### src/rtl/msrh_disp_buffer.sv
// Dispatch buffer between rename and the schedulers: a circular FIFO of dispatch groups.
// Source-ready bits track physical-register wakeups while a group waits in the buffer.
module msrh_disp_buffer #(
   parameter int DEPTH     = 4,
   parameter int DISP_SIZE = 2,
   parameter int RNID_W    = 7,
   parameter int CMT_W     = 6,
   parameter int PAYLOAD_W = 128,
   parameter int TGT_SIZE  = 3
) (
   input  logic                          i_clk,
   input  logic                          i_reset_n,
   input  logic                          i_flush,
   input  logic                          i_valid,
   output logic                          o_ready,
   input  logic [CMT_W-1:0]              i_cmt_id,
   input  logic [PAYLOAD_W-1:0]          i_payload,
   input  logic [DISP_SIZE*2*RNID_W-1:0] i_rs_rnid,
   input  logic [DISP_SIZE*2-1:0]        i_rs_ready,
   input  logic [TGT_SIZE-1:0]           i_wr_valid,
   input  logic [TGT_SIZE*RNID_W-1:0]    i_wr_rnid,
   output logic                          o_valid,
   input  logic                          i_ready,
   output logic [CMT_W-1:0]              o_cmt_id,
   output logic [PAYLOAD_W-1:0]          o_payload,
   output logic [DISP_SIZE*2*RNID_W-1:0] o_rs_rnid,
   output logic [DISP_SIZE*2-1:0]        o_rs_ready,
   output logic [$clog2(DEPTH):0]        o_count
);

   localparam int PTR_W = $clog2(DEPTH);
   localparam int CNT_W = PTR_W + 1;
   localparam int SRC_N = DISP_SIZE * 2;

   logic [PTR_W-1:0]        wr_ptr_q, wr_ptr_d, rd_ptr_q, rd_ptr_d;
   logic [CNT_W-1:0]        count_q, count_d;
   logic [CMT_W-1:0]        cmt_id_q  [DEPTH];
   logic [CMT_W-1:0]        cmt_id_d  [DEPTH];
   logic [PAYLOAD_W-1:0]    payload_q [DEPTH];
   logic [PAYLOAD_W-1:0]    payload_d [DEPTH];
   logic [SRC_N*RNID_W-1:0] rnid_q    [DEPTH];
   logic [SRC_N*RNID_W-1:0] rnid_d    [DEPTH];
   logic [SRC_N-1:0]        rdy_q     [DEPTH];
   logic [SRC_N-1:0]        rdy_d     [DEPTH];
   logic                    push, pop;

   function automatic logic wake_hit(input logic [RNID_W-1:0]          rnid,
                                     input logic [TGT_SIZE-1:0]        wv,
                                     input logic [TGT_SIZE*RNID_W-1:0] wr);
      logic hit;
      hit = 1'b0;
      for (int t = 0; t < TGT_SIZE; t++) begin
         if (wv[t] && (wr[t*RNID_W +: RNID_W] == rnid)) hit = 1'b1;
      end
      return hit;
   endfunction

   assign o_ready = (count_q < CNT_W'(DEPTH));
   assign o_valid = (count_q != '0);
   assign o_count = count_q;
   assign push    = i_valid & o_ready & ~i_flush;
   assign pop     = o_valid & i_ready & ~i_flush;

   assign o_cmt_id  = cmt_id_q[rd_ptr_q];
   assign o_payload = payload_q[rd_ptr_q];
   assign o_rs_rnid = rnid_q[rd_ptr_q];

   always_comb begin
      o_rs_ready = '0;
      for (int s = 0; s < SRC_N; s++) begin
         o_rs_ready[s] = rdy_q[rd_ptr_q][s] |
                         wake_hit(rnid_q[rd_ptr_q][s*RNID_W +: RNID_W], i_wr_valid, i_wr_rnid);
      end
   end

   always_comb begin
      cmt_id_d  = cmt_id_q;
      payload_d = payload_q;
      rnid_d    = rnid_q;
      rdy_d     = rdy_q;
      wr_ptr_d  = wr_ptr_q + PTR_W'(push);
      rd_ptr_d  = rd_ptr_q + PTR_W'(pop);
      count_d   = count_q + CNT_W'(push) - CNT_W'(pop);

      // Idle slots may also be woken; a later push overwrites them anyway.
      for (int e = 0; e < DEPTH; e++) begin
         for (int s = 0; s < SRC_N; s++) begin
            if (wake_hit(rnid_q[e][s*RNID_W +: RNID_W], i_wr_valid, i_wr_rnid)) rdy_d[e][s] = 1'b1;
         end
      end

      if (push) begin
         cmt_id_d[wr_ptr_q]  = i_cmt_id;
         payload_d[wr_ptr_q] = i_payload;
         rnid_d[wr_ptr_q]    = i_rs_rnid;
         for (int s = 0; s < SRC_N; s++) begin
            rdy_d[wr_ptr_q][s] = i_rs_ready[s] |
                                 (i_rs_rnid[s*RNID_W +: RNID_W] == '0) |
                                 wake_hit(i_rs_rnid[s*RNID_W +: RNID_W], i_wr_valid, i_wr_rnid);
         end
      end

      if (i_flush) begin
         wr_ptr_d = '0;
         rd_ptr_d = '0;
         count_d  = '0;
         for (int e = 0; e < DEPTH; e++) rdy_d[e] = '0;
      end
   end

   always_ff @(posedge i_clk or negedge i_reset_n) begin
      if (!i_reset_n) begin
         wr_ptr_q <= '0;
         rd_ptr_q <= '0;
         count_q  <= '0;
         for (int e = 0; e < DEPTH; e++) begin
            cmt_id_q[e]  <= '0;
            payload_q[e] <= '0;
            rnid_q[e]    <= '0;
            rdy_q[e]     <= '0;
         end
      end else begin
         wr_ptr_q  <= wr_ptr_d;
         rd_ptr_q  <= rd_ptr_d;
         count_q   <= count_d;
         cmt_id_q  <= cmt_id_d;
         payload_q <= payload_d;
         rnid_q    <= rnid_d;
         rdy_q     <= rdy_d;
      end
   end

endmodule

### config.mk
export PLATFORM = sky130hd
export DESIGN_NAME = msrh_disp_buffer
export DESIGN_NICKNAME = d
export VERILOG_FILES = /design/src/rtl/msrh_disp_buffer.sv
export SDC_FILE = /design/constraint.sdc
export NUM_CORES = 2
export LEC_CHECK = 0
export CORE_MARGIN = 5
export CORE_UTILIZATION = 52
export DETAILED_ROUTE_END_ITERATION = 8
export HOLD_SLACK_MARGIN = 0.03
export PLACE_DENSITY_LB_ADDON = 0.3
export SYNTH_ARGS = -nofsm -noshare
export SYNTH_HDL_FRONTEND = slang
export SYNTH_SLANG_ARGS = --single-unit
### constraint.sdc
create_clock -name i_clk -period 2.6 [get_ports i_clk]
set_input_delay 0.52 -clock i_clk [delete_from_list [all_inputs] [get_ports i_clk]]
set_output_delay 0.52 -clock i_clk [all_outputs]
set_load 0.05 [all_outputs]
==> summary.md <==
| Metric | Value |
|---|---|
| Failing checks | `negative setup slack` |
| Post-DP HPWL | `76000 um` |
| Most frequent cell after synthesis | `dfrtp_1` |
| Wire length on met1 | `46600 um` |
| Syn_nets | `3120` |
| Initial Utilization | `~52%` |
| IO buf count | `365` |
| Syn Area/Cell | `12.2 sq um` |
| I/O pins | `366` |
| Remaining Overflow, GRT | `0` |
| Number of synthesized flops with an enable pin | `0` |
| Netlist cell types | `55` |
| Post-DRT Antenna Nets | `0` |
| #FFs+latches synth | `671` |
| Die footprint | `74000 sq um` |
| Final period util | `132%` |
| Number of synthesis warnings | `0` |
| Vias | `between 20000 and 30000` |
| Clock root buffer | `clkbuf_16` |
| CP startpoint kind | `flip-flop` |
| Actual slew at the worst max-slew pin | `between 0.5 and 0.6 ns` |
| Synth cell count leaders | `dfrtp_1 (671), nand2_1 (490), xnor2_1 (352)` |
| Kind of critical path | `reg -> out` |
| CP max FO | `5` |
| Register area share after synthesis | `a little under half` |
| Worst path arrival time | `2.92 ns` |
| Final instance count without filler cells | `4490` |
| Clk_lat worst skew | `roughly 0.62 ns` |
| Unrepaired setup endpoints after global routing | `yes` |
| Fill count | `roughly 4700` |
| Area contributors post-synth | `dfrtp_1 (47%), mux4_2 (10%), mux2_1 (9.4%)` |
| Chip width | `roughly 270 um` |
| Clock skew after layout | `0.0199 ns` |
| Leak pwr | `0.0207 uW` |
| Die Height | `272 um` |
| Layout cells sized above 1 | `a little under a third` |
| Total track usage | `31.5%` |
| Core area | `68300 sq um` |
| Final setup viols | `between 150 and 200` |
| Layout Nets | `3738` |
| First-iteration detailed-routing DRC count | `a little over 2000` |
| Max-Cap Viols | `0` |
| Vias in the first global route | `around 29000` |
| Post-Syn Area | `35700 sq um` |
| Clock-pin slew on the worst setup and hold paths | `0.06 ns` |
| CP endpoint kind | `output port` |
| Post-Route WL | `120000 um` |
| PD cells | `1040 nW/um^2` |
| Top FF cell, synth | `dfrtp_1` |
| Router iterations before antenna repair | `5` |
| Sink Count | `671` |
| Post-synth top area cell | `dfrtp_1` |
| Clk buf depth | `3` |
| Post-synth top area share | `~47%` |
| H-tree Lvls | `3` |
| Placer's final routability congestion estimate | `0.962` |
| Status | `finished with violations` |
| Multi-input logic area | `17700 sq um` |
| Placed cell count | `4250` |
| Tmin final | `3.44 ns` |
| Fmax | `291 MHz` |
| Relative slew slack | `61.0%` |
| Met2 WL | `~60000 um` |
| Worst endpoint required time | `2.08 ns` |
| # DRC | `0` |
| Initial antenna violation count | `18` |
| Worst setup margin | `-0.839 ns` |
| HP Class | `in -> async` |
| Register area | `16800 sq um` |
| Final Hold Fails | `0` |
| First-pass GRT wire length | `179000 um` |
| Worst reg-to-reg path cell count | `9` |
| Post-synth ARST share | `100%` |
| Max Used Layer | `met5` |
| P&R area growth vs syn | `32.3%` |
| Cts bufs inserted | `73` |
| Via density | `between 5 and 6` |
| Max IR drop VDD | `0.873 mV` |
| Setup_tns | `-55.97 ns` |
| TritonCTS clock tree | `done` |
| Post-synthesis cell count | `slightly below 3000` |
| WL met3 | `between 8000 and 9000 um` |
| DR WL/cell | `26.6 um` |
| Pin count of the biggest net entering global routing | `75` |
| Final max-slew violation count | `0` |
| Rows | `96` |
==> path summary, 6_finish.rpt <==
check / startpoint / endpoint / slack (ns)
setup / recovery: rd_ptr_q[1]$_DFF_PN0_ / o_rs_ready[0] / -0.84
hold / removal: i_reset_n / rnid_q[59]$_DFFE_PN0P_ / 0.46
setup reg to reg: o_count[0]$_DFF_PN0_ / o_count[2]$_DFF_PN0_ / 0.24
hold reg to reg: payload_q[3]$_DFFE_PN0P_ / payload_q[3]$_DFFE_PN0P_ / 0.47
max in group asynchronous: i_reset_n / payload_q[414]$_DFFE_PN0P_ / 1.17
min in group i_clk: payload_q[3]$_DFFE_PN0P_ / payload_q[3]$_DFFE_PN0P_ / 0.47
==> power by group <==
group	switching [uW]	leakage, uW	internal [uW]
logic	11900	0.0109	10700
registers	2050	0.00862	13700
clock network	4380	0.00120	6220
==> layer usage <==
metal,vias up,track usage [%]
met5,-,0
met4,2,14.3
met3,309,6.00
met2,1214,51.8
met1,13800,40.8
li1,11400,-
==> registers in the layout, indices dropped and copies added, names as in the netlist <==
signal and count:
o_count 3, rd_ptr_q 2, rnid_q 112, rdy_q 16, cmt_id_q 24, payload_q 512, wr_ptr_q 2
==> area by class of cell <==
cell class	instances	share of cell area (%)
tap	882	2.34
multi-input combinational	1974	37.4
sequential	671	35.6
clock inverter	24	0.652
inverter	8	0.0795
antenna	17	0.0901
timing repair buffer	810	19.4
clock buffer	104	4.50
==> kinds of logic (layout without fill, tap and decap cells) <==
| group | count (synthesis) | in the layout | share of synthesized area, % |
|---|---|---|---|
| xor gates and xnor gates | 504 | 504 | 12.4 |
| adders and majority gates | 5 | 5 | 0.196 |
| and+or+nand+nor | 733 | 733 | 9.03 |
| muxes | 672 | 672 | 26.4 |
| buffers and inverters | 275 | 946 | 3.87 |
| DFF | 671 | 671 | 47.0 |
| other | 0 | 17 | 0 |
| AOI/OAI and AO/OA | 60 | 60 | 1.10 |
==> worst max-delay path, cell delays in order, from the launching register on <==
cell     delay (ns)
dfrtp_4        0.49
buf_8          0.15
mux4_2         0.62
xnor2_1        0.17
and4_1         0.19
or4_4          0.52
buf_6          0.17
==> per-stage QoR <==
stage               utilization (%)  hold slack, ns  instance area (sq um)  total power [uW]  setup slack, ns
finish                         69.1           0.460                  47200             48900           -0.839
global route                   69.1           0.484                  47200             50800           -0.896
CTS                            68.1           0.460                  46500             48000           -0.837
detailed placement             61.6           0.457                  42100             35700           -0.319
global placement               61.6           0.452                  42100             34900           -0.316
floorplan                         -           0.224                  35800             28800           -0.263
==> what timing repair did <==
item / in CTS / in global routing
endpoints found under the setup margin: 166 / 166
pin swaps: 3 / 0
gates cloned: 32 / 10
resized for setup: 235 / 121
hold endpoints to repair: 43 / 0
hold buffers: 1 / 0
setup buffers: 27 / 51
==> placed cells by master (no fill, tap or decap), types with 14 or more instances in the layout <==
cell | Yosys | final
buf_6 | 5 | 145
clkdlybuf4s50_1 | 0 | 190
nand2_1 | 490 | 490
xor2_1 | 151 | 151
mux2_1 | 297 | 297
buf_8 | 1 | 43
o21ai_0 | 24 | 23
nand4_1 | 113 | 113
buf_4 | 23 | 304
xnor2_1 | 352 | 351
clkbuf_8 | 0 | 14
buf_12 | 2 | 83
clkbuf_16 | 0 | 83
buf_16 | 0 | 27
mux4_2 | 162 | 163
nor2_1 | 55 | 54
mux2_2 | 192 | 192
dfrtp_1 | 671 | 669
a211oi_1 | 17 | 17
diode_2 | 0 | 17
clkbuf_1 | 78 | 15
nor4_1 | 47 | 45
(Power assumes the default switching activity.)
